==> config.mk <==
export PLATFORM = sky130hd
export DESIGN_NAME = id_ex_stage
export DESIGN_NICKNAME = d
export VERILOG_FILES = /design/src/rtl/id_ex_stage.sv
export SDC_FILE = /design/constraint.sdc
export NUM_CORES = 2
export LEC_CHECK = 0
export CORE_MARGIN = 2
export CORE_UTILIZATION = 40
export CTS_CLUSTER_SIZE = 24
export DETAILED_ROUTE_END_ITERATION = 6
export PLACE_DENSITY = 0.6
export SLEW_MARGIN = 20
export SYNTH_ARGS = -nofsm -noshare
export SYNTH_HDL_FRONTEND = slang
export SYNTH_SLANG_ARGS = --single-unit
==> constraint.sdc <==
create_clock -name clk -period 2.93 [get_ports clk]
set_input_delay 0.586 -clock clk [delete_from_list [all_inputs] [get_ports clk]]
set_output_delay 0.586 -clock clk [all_outputs]
set_load 0.02 [all_outputs]
==> src/rtl/id_ex_stage.sv <==
// id_ex_stage: decode/execute boundary of a 5-stage pipeline.
// Holds the 32 x XLEN register file, reads rs/rt with optional write-back
// forwarding, forms the sign-extended immediate and the shift amount, and
// registers everything into the E register. A load in E whose destination
// is a source of the instruction in decode causes a one-cycle bubble.
//
// Ports:
//   clk, rst            clock (rising edge), asynchronous active-low reset
//   valid_d/ready_d     decode handshake
//   instr_d, pc_d       instruction word and PC in decode
//   ctrl_d              control bundle (bit0 regwrite, bit1 isload)
//   regdest_d           1: rd = instr[15:11], 0: rd = instr[20:16]
//   shift_d             immediate shift; op2 becomes instr[10:6]
//   flush               squash decode and the E register
//   wb_en/addr/data     register-file write-back port
//   valid_e/ready_e     execute handshake
//   ctrl_e, op1_e, op2_e, imm_e, rs1_e, rs2_e, rd_e, pc_e   E register
//   hazard_stall        load-use stall indication
module id_ex_stage #(
  parameter int XLEN     = 32,
  parameter int CW       = 16,
  parameter int BYPASS   = 1,
  parameter int SHAMT_EN = 1
) (
  input  logic            clk,
  input  logic            rst,
  input  logic            valid_d,
  output logic            ready_d,
  input  logic [31:0]     instr_d,
  input  logic [XLEN-1:0] pc_d,
  input  logic [CW-1:0]   ctrl_d,
  input  logic            regdest_d,
  input  logic            shift_d,
  input  logic            flush,
  input  logic            wb_en,
  input  logic [4:0]      wb_addr,
  input  logic [XLEN-1:0] wb_data,
  output logic            valid_e,
  input  logic            ready_e,
  output logic [CW-1:0]   ctrl_e,
  output logic [XLEN-1:0] op1_e,
  output logic [XLEN-1:0] op2_e,
  output logic [XLEN-1:0] imm_e,
  output logic [4:0]      rs1_e,
  output logic [4:0]      rs2_e,
  output logic [4:0]      rd_e,
  output logic [XLEN-1:0] pc_e,
  output logic            hazard_stall
);

  typedef enum logic [1:0] {
    E_HOLD,
    E_LOAD,
    E_CLEAR
  } e_action_t;

  logic [XLEN-1:0] regs [32];

  logic [4:0]      rs;
  logic [4:0]      rt;
  logic [4:0]      rd_d;
  logic [XLEN-1:0] rs_val;
  logic [XLEN-1:0] rt_val;
  logic [XLEN-1:0] op2_d;
  logic [XLEN-1:0] imm_d;
  logic            hazard;
  logic            advance;
  e_action_t       action;

  // Opcode bits are decoded by the control unit, not here.
  logic unused_opcode;
  assign unused_opcode = ^instr_d[31:26];

  assign rs   = instr_d[25:21];
  assign rt   = instr_d[20:16];
  assign rd_d = regdest_d ? instr_d[15:11] : instr_d[20:16];

  // Register file; r0 is never written so it always reads as zero.
  always_ff @(posedge clk or negedge rst) begin
    if (!rst) begin
      for (int unsigned i = 0; i < 32; i++) regs[i] <= '0;
    end else if (wb_en && (wb_addr != 5'd0)) begin
      regs[wb_addr] <= wb_data;
    end
  end

  always_comb begin
    rs_val = '0;
    if (rs != 5'd0) begin
      if ((BYPASS != 0) && wb_en && (wb_addr == rs)) rs_val = wb_data;
      else                                            rs_val = regs[rs];
    end
  end

  always_comb begin
    rt_val = '0;
    if (rt != 5'd0) begin
      if ((BYPASS != 0) && wb_en && (wb_addr == rt)) rt_val = wb_data;
      else                                            rt_val = regs[rt];
    end
  end

  assign imm_d = {{(XLEN-16){instr_d[15]}}, instr_d[15:0]};

  always_comb begin
    op2_d = rt_val;
    if ((SHAMT_EN != 0) && shift_d) op2_d = {{(XLEN-5){1'b0}}, instr_d[10:6]};
  end

  // Load in E feeding either source of the decode instruction.
  assign hazard = valid_e & ctrl_e[1] & (rd_e != 5'd0) & valid_d &
                  ((rd_e == rs) | (rd_e == rt));

  assign advance      = ~valid_e | ready_e;
  assign hazard_stall = hazard & ~flush;
  assign ready_d      = flush | (~hazard & advance);

  // Flush wins over everything; a hazard or an empty decode slot on advance
  // both collapse into the same bubble.
  always_comb begin
    action = E_HOLD;
    if (flush)                       action = E_CLEAR;
    else if (advance && hazard)      action = E_CLEAR;
    else if (advance && valid_d)     action = E_LOAD;
    else if (advance)                action = E_CLEAR;
  end

  always_ff @(posedge clk or negedge rst) begin
    if (!rst) begin
      valid_e <= 1'b0;
      ctrl_e  <= '0;
      op1_e   <= '0;
      op2_e   <= '0;
      imm_e   <= '0;
      rs1_e   <= '0;
      rs2_e   <= '0;
      rd_e    <= '0;
      pc_e    <= '0;
    end else begin
      case (action)
        E_LOAD: begin
          valid_e <= 1'b1;
          ctrl_e  <= ctrl_d;
          op1_e   <= rs_val;
          op2_e   <= op2_d;
          imm_e   <= imm_d;
          rs1_e   <= rs;
          rs2_e   <= rt;
          rd_e    <= rd_d;
          pc_e    <= pc_d;
        end
        E_CLEAR: begin
          valid_e <= 1'b0;
          ctrl_e  <= '0;
          op1_e   <= '0;
          op2_e   <= '0;
          imm_e   <= '0;
          rs1_e   <= '0;
          rs2_e   <= '0;
          rd_e    <= '0;
          pc_e    <= '0;
        end
        default: ;
      endcase
    end
  end

endmodule

==> run summary <==
===============================================================================
Synthesized flop and latch total                                           1168
Maximum net fanout on the critical path                                       3
Final setup viols                                                             3
Power density over cell area                                         686 nW/µm²
Leak                                                                    31.6 nW
Full die area                                                        154000 µm²
Height of the chip                                                       392 µm
Max cap viols                                                                 0
Number of synthesized flops with an enable pin                                0
Detailed-route DRC error count                                                0
Number of clock sinks seen by CTS                                          1168
Horiz. Die Dim                                                           392 µm
Via total after detailed routing                                          42281
Placement Setup Slack                                                 -0.628 ns
Count of final max-slew check failures                                        0
Ant. Diodes                                                                   0
TritonCTS Buffers                                                           133
Worst slew pin tran                                                    0.857 ns
Violated checks                                                    setup timing
Sequential share of power                                                 42.9%
Routability congestion estimate                                           0.866
Wirelength per Cell                                                     32.1 µm
IO buf count                                                                280
Clock transition at the registers of the reported paths                 0.06 ns
Internal portion of total power                                        0.0357 W
Maximum buffer depth of the clock tree                                        3
1st-pass router iterations                                                    6
Kind of path behind the tightest hold check                           in -> reg
Sw Pwr                                                                 0.0147 W
Arrival time worst endpoint                                             2.45 ns
Minimum period implied by the final worst setup slack                   3.04 ns
Per-instance average area after synthesis                              14.0 µm²
Fraction of power consumed by the clock network                           34.2%
Number of DRC markers after the initial detailed-route iteration           4053
Min setup slack post-route                                            -0.108 ns
Post-synth design cell area                                           60200 µm²
TritonCTS clock tree                                                       done
First-pass GRT wire length                                            314000 µm
Number of standard cells after synthesis                                   4291
Overflow after GRT                                                            0
Final net count                                                            4764
Number of global-route vias before repair                                 42830
Fraction of power spent switching nets                                    29.1%
Worst hold path depth                                                         4
Multi-input logic area                                                29400 µm²
# H-tree levels                                                               4
DP HPWL                                                               139000 µm
Final worst-path cycle share                                               104%
Detailed Route WL                                                     217000 µm
Num ports                                                                   287
Proportion of layout cells with a drive suffix above 1                    45.3%
Number of fillers in the final layout                                     13034
RSZ-0062 raised after global routing                                       true
Proportion of synthesized chip area in sequential cells                   48.6%
Crit Path Category                                                   reg -> out
Worst Reg2Reg Path Length in Cells                                           11
Final-report hold violation count                                             0
Cell Chain, Critical Path                                          xnor2_1 -> nand3_2 -> o22ai_4 -> and4bb_2 -> buf_6 -> buf_6
Maximum number of pins on one net before global-route repair                 88
Portion of total power attributed to combinational logic                  22.9%
Sort of element at the end of the critical path                     output port
Antenna viol nets, final                                                      0
Final core utilization                                                    49.1%
Crit path required time                                                 2.34 ns
CP max stage cell                                                       dfrtp_1
Via density per instance                                                   6.26
Max IR drop VDD                                                        0.560 mV
Latest clock arrival within the worst-skew pair                         0.78 ns
Largest clock skew in the final design                                0.0273 ns
Commonest non-fill, non-tap cells in the layout                    1167 x dfrtp_1, 973 x mux2_2, 387 x mux4_2, 282 x buf_4, 267 x clkdlybuf4s50_1
Core area                                                            150000 µm²
Maximum achievable frequency                                            329 MHz
Stage delay of the slowest cell on the critical path                    0.48 ns
Unique masters post-synth                                                    52
Async SR Flop Fraction                                                     100%
Worst Setup Start Kind                                                     flop
Antenna violations before repair                                             10
Crit path top cell by count                                               buf_6
Overall fraction of global-route tracks in use                            28.3%
Leading cell type in the layout, fill and taps excluded                 dfrtp_1
Post-synth net total                                                       4418
Worst slew margin                                                         42.8%
Reg area                                                              29200 µm²
Yosys warnings                                                                0
Result of the run                                                  finished with violations
CTS root buffer                                                       clkbuf_16
Number of rows in the core area                                             142
Most frequently used flop master after synthesis                        dfrtp_1
Growth of design area from synthesis to finish                            22.0%
Initial cell density of the core                                          40.2%
===============================================================================
[registers in the layout, indices dropped and copies added (netlist names)]
register and cells:
pc_e 32, rs1_e 5, op1_e 32, op2_e 32
imm_e 16, ctrl_e 16, rs2_e 5, valid_e 1
rd_e 5, regs 1024
[area by class of cell]
cell class,count,area share (%)
clock buffer,188,5.37
clock inverter,51,0.745
inverter,6,0.0307
multi-input combinational,2626,40.1
sequential,1168,39.8
tap,2016,3.43
timing repair buffer,702,10.5
[through the flow]
step | instance area, µm² | TNS (ns) | instances | hold slack (ns) | power (W)
floorplan | 60700 | -27.64 | 4291 | 0.290 | 0.0285
global placement | 68500 | -61.82 | 6512 | 0.376 | 0.0327
detailed placement | 68500 | -57.01 | 6512 | 0.384 | 0.0331
CTS | 73200 | -0.629 | 6752 | 0.238 | 0.0504
global route | 73400 | -1.08 | 6757 | 0.276 | 0.0524
finish | 73400 | -0.185 | 6757 | 0.277 | 0.0504
[final timing paths]
kind,from,endpoint,slack (ns)
min reg2reg,regs[1013],regs[1013],0.40
max in group asynchronous,rst,op2_e[7],1.42
min,instr_d[25],rs1_e[4],0.28
max reg2reg,rd_e[2],op2_e[8],-0.01
max,rd_e[2],hazard_stall,-0.11
min in group asynchronous,rst,imm_e[0],0.41
[power by group through the flow]
stage	logic [W]	clock network, W	registers, W
CTS	0.0114	0.0175	0.0215
global route	0.0123	0.0182	0.0220
finish	0.0115	0.0172	0.0216
global placement	0.0111	0	0.0216
floorplan	0.00711	0	0.0214
detailed placement	0.0113	0	0.0218
[timing repair]
item / in CTS / in global routing
cloned: 1 / 1
hold buffers: 1 / 0
setup buffers: 0 / 4
gates resized for setup: 20 / 34
pin swaps: 5 / 5
setup endpoints to repair: 146 / 65
hold endpoints to repair: 17 / 0
[cell usage after synthesis (2+ instances only)]
| cell | count | area share, % |
|---|---|---|
| clkbuf_1 | 337 | 2.1 |
| nand2b_1 | 76 | 0.79 |
| nand2_1 | 212 | 1.3 |
| a22o_1 | 35 | 0.51 |
| inv_1 | 6 | 0.037 |
| o221ai_1 | 67 | 0.98 |
| buf_6 | 29 | 0.54 |
| or3b_2 | 5 | 0.073 |
| and2_1 | 5 | 0.052 |
| o22ai_1 | 64 | 0.67 |
| nor3_1 | 34 | 0.28 |
| o21ai_0 | 154 | 1.3 |
| mux2_2 | 973 | 18 |
| nand3b_1 | 6 | 0.075 |
| a211oi_1 | 32 | 0.40 |
| a21oi_1 | 39 | 0.32 |
| buf_8 | 2 | 0.050 |
| xor2_1 | 8 | 0.12 |
| nand3_1 | 9 | 0.075 |
| a221o_1 | 59 | 0.98 |
| nand4_1 | 2 | 0.021 |
| buf_2 | 58 | 0.48 |
| or3_1 | 2 | 0.021 |
| a221oi_1 | 56 | 0.81 |
| mux2i_1 | 256 | 4.3 |
| nor2_1 | 29 | 0.18 |
| dfrtp_1 | 1168 | 49 |
| nor4_1 | 2 | 0.021 |
| buf_4 | 52 | 0.65 |
| nor2b_1 | 8 | 0.083 |
| mux4_2 | 387 | 14 |
| a22oi_1 | 39 | 0.49 |
| ha_1 | 2 | 0.042 |
| or2_2 | 2 | 0.021 |
| buf_1 | 12 | 0.075 |
| a2111oi_0 | 31 | 0.45 |
| xnor2_1 | 12 | 0.17 |
| and3_1 | 2 | 0.021 |
| nor3b_1 | 5 | 0.062 |
| and3b_1 | 2 | 0.029 |
[cells by family (layout without fill, tap and decap cells)]
family,count (synthesis),count (layout),share of synthesized area (%)
fa+ha+maj,2,2,0.0416
xor+xnor,20,20,0.291
simple gates,404,404,3.19
flops,1168,1168,48.6
compound gates,584,584,7.00
buf+inv,497,947,3.97
mux,1616,1616,36.9
[metal layers]
metal | vias to the layer above | GRT usage (%) | part of all wire [%]
li1 | 17126 | - | -
met1 | 22641 | 39.3 | 42
met2 | 2032 | 43.4 | 45
met3 | 474 | 6.26 | 8.7
met4 | 8 | 10.7 | 4.0
met5 | - | 0 | 0.022
[worst max-delay path: cells and delay by family (launching register included)]
kind                      cells  cell delay, ns
AOI/OAI and AO/OA             1            0.24
xor gates and xnor gates      1            0.25
buffers and inverters         2            0.26
DFF                           1            0.48
and+or+nand+nor               2            0.45
(Power assumes the default switching activity.)
